<file path="src/rtl/cache_return_receiver.sv">
// Cache return receiver: in-order return FIFO toward writeback,
// plus request credits so outstanding requests always fit the FIFO.
module cache_return_receiver #(
  parameter int XLEN         = 64,
  parameter int CACHE_USER_W = 8,
  parameter int ID_W         = 8,
  parameter int DEPTH        = 4
) (
  input  logic                      clk_i,
  input  logic                      arst_n_i,
  input  logic                      req_valid_i,
  output logic                      req_ready_o,
  input  logic                      ret_valid_i,
  input  logic [2*XLEN-1:0]         ret_rdata_i,
  input  logic [ID_W-1:0]           ret_id_i,
  input  logic [CACHE_USER_W-1:0]   ret_user_i,
  input  logic [5:0]                ret_error_i,
  input  logic                      ret_mmio_i,
  output logic                      wb_valid_o,
  input  logic                      wb_ready_i,
  output logic [2*XLEN-1:0]         wb_rdata_o,
  output logic [ID_W-1:0]           wb_id_o,
  output logic [CACHE_USER_W-1:0]   wb_user_o,
  output logic [5:0]                wb_error_o,
  output logic                      wb_mmio_o,
  output logic                      wb_fault_o,
  output logic [$clog2(DEPTH):0]    occupancy_o,
  output logic [$clog2(DEPTH):0]    in_flight_o,
  output logic                      overflow_o,
  output logic                      spurious_o
);

  localparam int AW = $clog2(DEPTH);
  localparam int PW = AW + 1;
  localparam logic [PW-1:0] ONE = PW'(1);
  localparam logic [PW-1:0] CAP = PW'(DEPTH);

  typedef struct packed {
    logic [2*XLEN-1:0]       rdata;
    logic [ID_W-1:0]         id;
    logic [CACHE_USER_W-1:0] user;
    logic [5:0]              error;
    logic                    mmio;
  } beat_t;

  beat_t         mem [DEPTH];
  beat_t         head;
  beat_t         wbeat;
  logic [PW-1:0] wr_ptr;
  logic [PW-1:0] rd_ptr;
  logic [PW-1:0] in_flight;
  logic [PW-1:0] occ;
  logic          empty;
  logic          full;
  logic          deq;
  logic          enq;
  logic          fire;

  assign occ   = wr_ptr - rd_ptr;
  assign empty = (wr_ptr == rd_ptr);
  assign full  = (wr_ptr[AW-1:0] == rd_ptr[AW-1:0])
              && (wr_ptr[AW] != rd_ptr[AW]);

  assign wb_valid_o  = !empty;
  assign deq         = wb_valid_o && wb_ready_i;
  assign enq         = ret_valid_i && (!full || deq);
  assign req_ready_o = (in_flight < CAP);
  assign fire        = req_valid_i && req_ready_o;

  assign wbeat = '{
    rdata: ret_rdata_i,
    id:    ret_id_i,
    user:  ret_user_i,
    error: ret_error_i,
    mmio:  ret_mmio_i
  };

  // Storage is cleared on reset so the payload outputs read zero.
  always_ff @(posedge clk_i or negedge arst_n_i) begin
    if (!arst_n_i) begin
      for (int i = 0; i < DEPTH; i++) begin
        mem[i] <= '0;
      end
    end else if (enq) begin
      mem[wr_ptr[AW-1:0]] <= wbeat;
    end
  end

  always_ff @(posedge clk_i or negedge arst_n_i) begin
    if (!arst_n_i) begin
      wr_ptr     <= '0;
      rd_ptr     <= '0;
      overflow_o <= 1'b0;
      spurious_o <= 1'b0;
    end else begin
      if (enq) begin
        wr_ptr <= wr_ptr + ONE;
      end
      if (deq) begin
        rd_ptr <= rd_ptr + ONE;
      end
      if (ret_valid_i && full && !deq) begin
        overflow_o <= 1'b1;
      end
      if (ret_valid_i && (in_flight == occ)) begin
        spurious_o <= 1'b1;
      end
    end
  end

  // Floor at zero guards against dequeues of spurious beats.
  always_ff @(posedge clk_i or negedge arst_n_i) begin
    if (!arst_n_i) begin
      in_flight <= '0;
    end else begin
      unique case (1'b1)
        (fire && !deq): in_flight <= in_flight + ONE;
        (deq && !fire && in_flight != '0):
          in_flight <= in_flight - ONE;
        default: in_flight <= in_flight;
      endcase
    end
  end

  assign head        = mem[rd_ptr[AW-1:0]];
  assign wb_rdata_o  = head.rdata;
  assign wb_id_o     = head.id;
  assign wb_user_o   = head.user;
  assign wb_error_o  = head.error;
  assign wb_mmio_o   = head.mmio;
  assign wb_fault_o  = wb_valid_o && (head.error != 6'd0);
  assign occupancy_o = occ;
  assign in_flight_o = in_flight;

endmodule

</file>
<file path="config.mk">
export PLATFORM = sky130hd
export DESIGN_NAME = cache_return_receiver
export DESIGN_NICKNAME = d
export VERILOG_FILES = /design/src/rtl/cache_return_receiver.sv
export SDC_FILE = /design/constraint.sdc
export NUM_CORES = 1
export LEC_CHECK = 0
export CORE_ASPECT_RATIO = 1.1
export CORE_MARGIN = 4
export CORE_UTILIZATION = 61
export DETAILED_ROUTE_END_ITERATION = 10
export PLACE_DENSITY = 0.85
export SLEW_MARGIN = 25
export SYNTH_ARGS = -nofsm -noshare
export SYNTH_HDL_FRONTEND = slang
export SYNTH_SLANG_ARGS = --single-unit
export TNS_END_PERCENT = 20
</file>
<file path="constraint.sdc">
create_clock -name clk_i -period 8.28 [get_ports clk_i]
set_input_delay 1.656 -clock clk_i [delete_from_list [all_inputs] [get_ports clk_i]]
set_output_delay 1.656 -clock clk_i [all_outputs]
set_load 0.05 [all_outputs]
</file>
==> run summary, run 1 <==
Status = finished clean
Drt wl/cell = 24.74 µm
Root Buffer Master = clkbuf_16
TritonCTS Sinks = 615
Pre-CTS setup slack = 3.082 ns
I/O Pins = 318
Global route total overflow = 0
Non-filler instance count after layout = 2,477
Area grow syn2layout = 17.24%
Post-synth EDFFs = 0
Die width = 214.4 µm
Clk_lat worst skew = 0.61 ns
Clock slew at reported path FFs = 0.06 ns
Unique cell type count in the Yosys netlist = 34
GP Congestion = 0.7559
Top cell type by total area after synthesis = dfrtp_1
# fillers = 2,771
Worst setup EP type = output port
Num rows = 82
CP startpoint kind = register
Post-CTS Repair Setup Buffers = 0
Seq/Total Area, Yosys = 53.82%
Final Hold Vio Count = 0
Die area = 50,410 µm²
Cell area after synthesis = 28,590 µm²
Unrepaired setup endpoints after global routing = no
Vias in the first global route = 17,051
Tightest Hold Check Type = register to register
Register bit total from synthesis = 615
Net Count, Synth = 1,702
Yosys warnings = 0
Asr flop ratio synth = 100.0%
Nets = 2,002
Worst setup margin = 2.555 ns
Placed Instances = 2,361
Arrival time at the worst endpoint = 4.07 ns
CP required = 6.62 ns
H-tree depth = 2
Relative slew slack = 30.22%
Ys flop type = dfrtp_1
# DRC = 0
First-pass GRT wire length = 98,860 µm
Post-synthesis cell count = 1,537
Fin Setup TNS = 0 ns
Most common cell in the netlist = dfrtp_1
Ranking of synthesized cells by area = dfrtp_1 (54%), mux2_4 (18%), mux4_2 (12%)
Pin count of the biggest net entering global routing = 177
CP peak stage delay = 0.91 ns
Core Region = 45,960 µm²
Setup Skew = 0.01367 ns
Crit-path slowest cell = dfrtp_4
Post-Syn Area per Cell = 18.60 µm²
Cts hold-fix bufs = 0
Initial DRC count = 950
Crit Path Class = register to output port
Post-layout min period = 5.725 ns
Measured slew at the worst slew-check pin = 1.047 ns
Post-synth top area share = 53.82%
Antenna violations before repair = 15
Top post-synthesis cells by count = dfrtp_1 (615), mux2_4 (350), mux2_2 (255), mux4_2 (151), buf_12 (39)
Routed WL = 61,280 µm
Gr usage total = 24.50%
Worst-path maximum fanout = 44
DP HPWL = 37,150 µm
DR vias = 14,936
Fin crit share = 69.14%
Num CTS Buffers = 61
Cell Chain, Critical Path = buf_4 -> mux4_2 -> o31a_1 -> clkdlybuf4s50_1
Final Max Slew Viols = 0
Clk buf depth = 3
Die height = 235.1 µm
Post-CTS sizing = 0
# setup viols final = 0
CTS tree = yes
Vias/cell = 6.030
DRT antenna net count = 0
Number of port buffers = 317
Initial core utilization = 62.21%
Max Fclk = 174.7 MHz
DR pass1 iterations = 4
Post-layout util = 72.93%
Maxcap violations = 0
Layout cell share with drive strength beyond 1 = 46.31%
critical path: cells and delay by family (launching register included):
kind	cells	cell delay (ns)
DFF	1	0.91
AOI/OAI and AO/OA	1	0.34
buffers and inverters	2	1.53
muxes	1	0.67
worst paths after layout:
check / start / end / slack, ns / cells past startpoint
min reg2reg: overflow_o / overflow_o / 0.48 / 1
max: rd_ptr[0] / wb_fault_o / 2.55 / 4
max in group asynchronous: arst_n_i / mem[316] / 5.63 / 3
min: overflow_o / overflow_o / 0.48 / 1
max reg2reg: rd_ptr[0] / mem[189] / 4.16 / 6
min in group asynchronous: arst_n_i / mem[542] / 1.04 / 1
stage by stage:
| stage | hold slack (ns) | instance area, µm² |
|---|---|---|
| after floorplan | 0.4738 | 28590 |
| after global placement | 0.4552 | 31550 |
| after detailed placement | 0.4598 | 31550 |
| after CTS | 0.4770 | 33470 |
| after global routing | 0.4871 | 33520 |
| final | 0.4776 | 33520 |
cells by family after synthesis:
kind of cell / count (synthesis) / synth area share, %
flip-flops: 615 / 53.82
multiplexers: 756 / 40.31
AND/OR/NAND/NOR: 17 / 0.4901
adder cells (fa/ha/maj): 9 / 0.4463
XOR/XNOR: 11 / 0.3632
buffers and inverters: 111 / 4.122
AO/OA/AOI/OAI: 18 / 0.4463
final cells by class:
cell class,instances,area [µm²],share of cell area (%)
diodes,6,15.01,0.04479
clock buffers,100,1853,5.528
clock inverters,9,70.07,0.2090
inverters,11,41.29,0.1232
multi-input cells,811,12030,35.87
flip-flops and latches,615,15400,45.93
well taps,588,735.7,2.195
repair buffers,337,3385,10.10
metal layers:
layer	vias up	track usage (%)	part of all wire, %
met3	120	6.823	6.5
li1	6354	-	-
met4	18	6.602	2.6
met2	402	38.25	47
met1	8042	34.59	43
met5	-	0	0.20
placed cells by master, fill, tap and decap left out, drive strengths merged:
cell	count
dfrtp	615
mux2	605
clkdlybuf4s50	316
mux4	151
clkbuf	100
buf	21
inv	11
xnor2	9
nand2	9
clkinv	8
ha	7
diode	6
o21ai	5
a21oi	2
xor2	2
nand3	2
o31a	2
nor2	2
a22oi	2
o221ai	2
nor3	2
fa	2
a31oi	1
or4	1
a32oi	1
nor2b	1
a221o	1
a21o	1
a41o	1
bufinv	1
sequential cells by signal, summed over array words and instances (netlist names):
| register | count |
|---|---|
| overflow_o | 1 |
| in_flight_o | 3 |
| rd_ptr | 3 |
| mem | 604 |
| wr_ptr | 3 |
| spurious_o | 1 |
Power of run 1 is not shown: default switching activity piles up to over one toggle a cycle in this logic, so the estimate is an artifact.
==> run 2: changes to the inputs <==
CORE_UTILIZATION = 57   (was 61)
PLACE_DENSITY = 0.81   (was 0.85)
clock period = 5.94 ns   (was 8.28 ns; I/O delays follow)
==> run summary, run 2 (synthesized netlist as in run 1, its figures left out) <==
Routed WL = 62,450 µm (was 61,280 µm)
Unrepaired setup endpoints after global routing = no (unchanged)
Crit Path Class = register to output port (unchanged)
Post-CTS sizing = 0 (unchanged)
Vias/cell = 5.891 (was 6.030)
Gr usage total = 23.34% (was 24.50%)
Tightest Hold Check Type = input port to asynchronous set/reset pin (was register to register)
CP required = 4.75 ns (was 6.62 ns)
Worst setup EP type = output port (unchanged)
Pin count of the biggest net entering global routing = 140 (was 177)
DRT antenna net count = 0 (unchanged)
TritonCTS Sinks = 615 (unchanged)
Nets = 2,001 (was 2,002)
Arrival time at the worst endpoint = 3.64 ns (was 4.07 ns)
Drt wl/cell = 24.57 µm (was 24.74 µm)
Most common cell after layout, fill and taps aside = dfrtp_1 (unchanged)
Num CTS Buffers = 61 (unchanged)
DR pass1 iterations = 6 (was 4)
Die area = 53,820 µm² (was 50,410 µm²)
Post-layout util = 68.75% (was 72.93%)
CTS tree = yes (unchanged)
First-pass GRT wire length = 99,710 µm (was 98,860 µm)
Antenna violations before repair = 12 (was 15)
Fin crit share = 81.24%
# fillers = 3,165 (was 2,771)
Most frequent cells in the layout = dfrtp_1 (613), mux2_4 (350), clkdlybuf4s50_1 (316) (unchanged)
Post-CTS Repair Setup Buffers = 0 (unchanged)
Clk buf depth = 3 (unchanged)
Fin Setup TNS = 0 ns (unchanged)
CP startpoint kind = register (unchanged)
Area grow syn2layout = 18.39% (was 17.24%)
DR vias = 14,975 (was 14,936)
Final Hold Vio Count = 0 (unchanged)
Measured slew at the worst slew-check pin = 0.9357 ns (was 1.047 ns)
Post-layout min period = 4.825 ns
Clock slew at reported path FFs = 0.06 ns (about the same)
Worst-path maximum fanout = 54 (was 44)
Max Fclk = 207.2 MHz
Die height = 242.9 µm (was 235.1 µm)
# DRC = 0 (unchanged)
Final Max Slew Viols = 0 (unchanged)
Setup Skew = 0.02140 ns (was 0.01367 ns)
GP Congestion = 0.7622 (was 0.7559)
Top reg by flops = mem (unchanged)
Global route total overflow = 0 (unchanged)
Layout cell share with drive strength beyond 1 = 46.73% (was 46.31%)
Status = finished clean (unchanged)
DP HPWL = 37,840 µm (was 37,150 µm)
# setup viols final = 0 (unchanged)
H-tree depth = 2 (unchanged)
Die width = 221.6 µm (was 214.4 µm)
I/O Pins = 318 (unchanged)
Clk_lat worst skew = 0.62 ns (was 0.61 ns)
Cts hold-fix bufs = 0 (unchanged)
Maxcap violations = 0 (unchanged)
Root Buffer Master = clkbuf_16 (unchanged)
Number of port buffers = 317 (unchanged)
Vias in the first global route = 16,889 (was 17,051)
Initial core utilization = 58.07% (was 62.21%)
Relative slew slack = 37.62% (was 30.22%)
Core Region = 49,240 µm² (was 45,960 µm²)
Max reg flops = 604 (unchanged)
Num rows = 85 (was 82)
Initial DRC count = 987 (was 950)
## run 2: path summary, 6_finish.rpt
kind                            startpoint    endpoint  slack [ns]  cells after the start
worst max register to register   rd_ptr[1]    mem[360]        1.82                      7
min in group clk_i                 mem[29]     mem[29]        0.50                      1
worst max-delay path             rd_ptr[1]  wb_fault_o        1.11                      4
worst min-delay path              arst_n_i    mem[402]        0.49                      1
max in group asynchronous         arst_n_i    mem[508]        3.94                      3
worst min register to register     mem[29]     mem[29]        0.50                      1
## run 2: layout make-up
type | instances | area [µm²] | share of cell area, %
diodes | 7 | 17.52 | 0.05174
clock buffers | 87 | 1777 | 5.248
clock inverters | 23 | 325.3 | 0.9609
inverters | 11 | 41.29 | 0.1220
multi-input cells | 811 | 12030 | 35.52
flip-flops and latches | 615 | 15400 | 45.48
well taps | 652 | 815.8 | 2.410
repair buffers | 336 | 3453 | 10.20
## run 2: worst max-delay path, stage by stage (launching register included)
cell and delay [ns]:
dfrtp_4 1.00, mux4_2 0.45, or4_1 0.57, o31a_1 0.26, clkdlybuf4s50_1 0.70
## run 2: per-layer routing
metal	part of all wire, %	GRT usage (%)	vias to the layer above	wire, µm
li1	-	-	6343	-
met1	43	32.55	8144	26970
met2	48	36.97	384	29900
met3	6.8	6.839	92	4262
met4	2.0	5.656	12	1227
met5	0.14	0	-	90
## run 2: metrics by stage
step	instances	hold WS, ns	area (µm²)	setup WS (ns)
detailed placement	2424	0.4881	31710	1.773
global route	2540	0.4885	33850	0.9918
finish	2542	0.4857	33850	1.115
floorplan	1537	0.4738	28590	2.007
CTS	2534	0.5021	33810	1.061
global placement	2424	0.4811	31710	1.760
Power of run 2 is left out for the same reason.
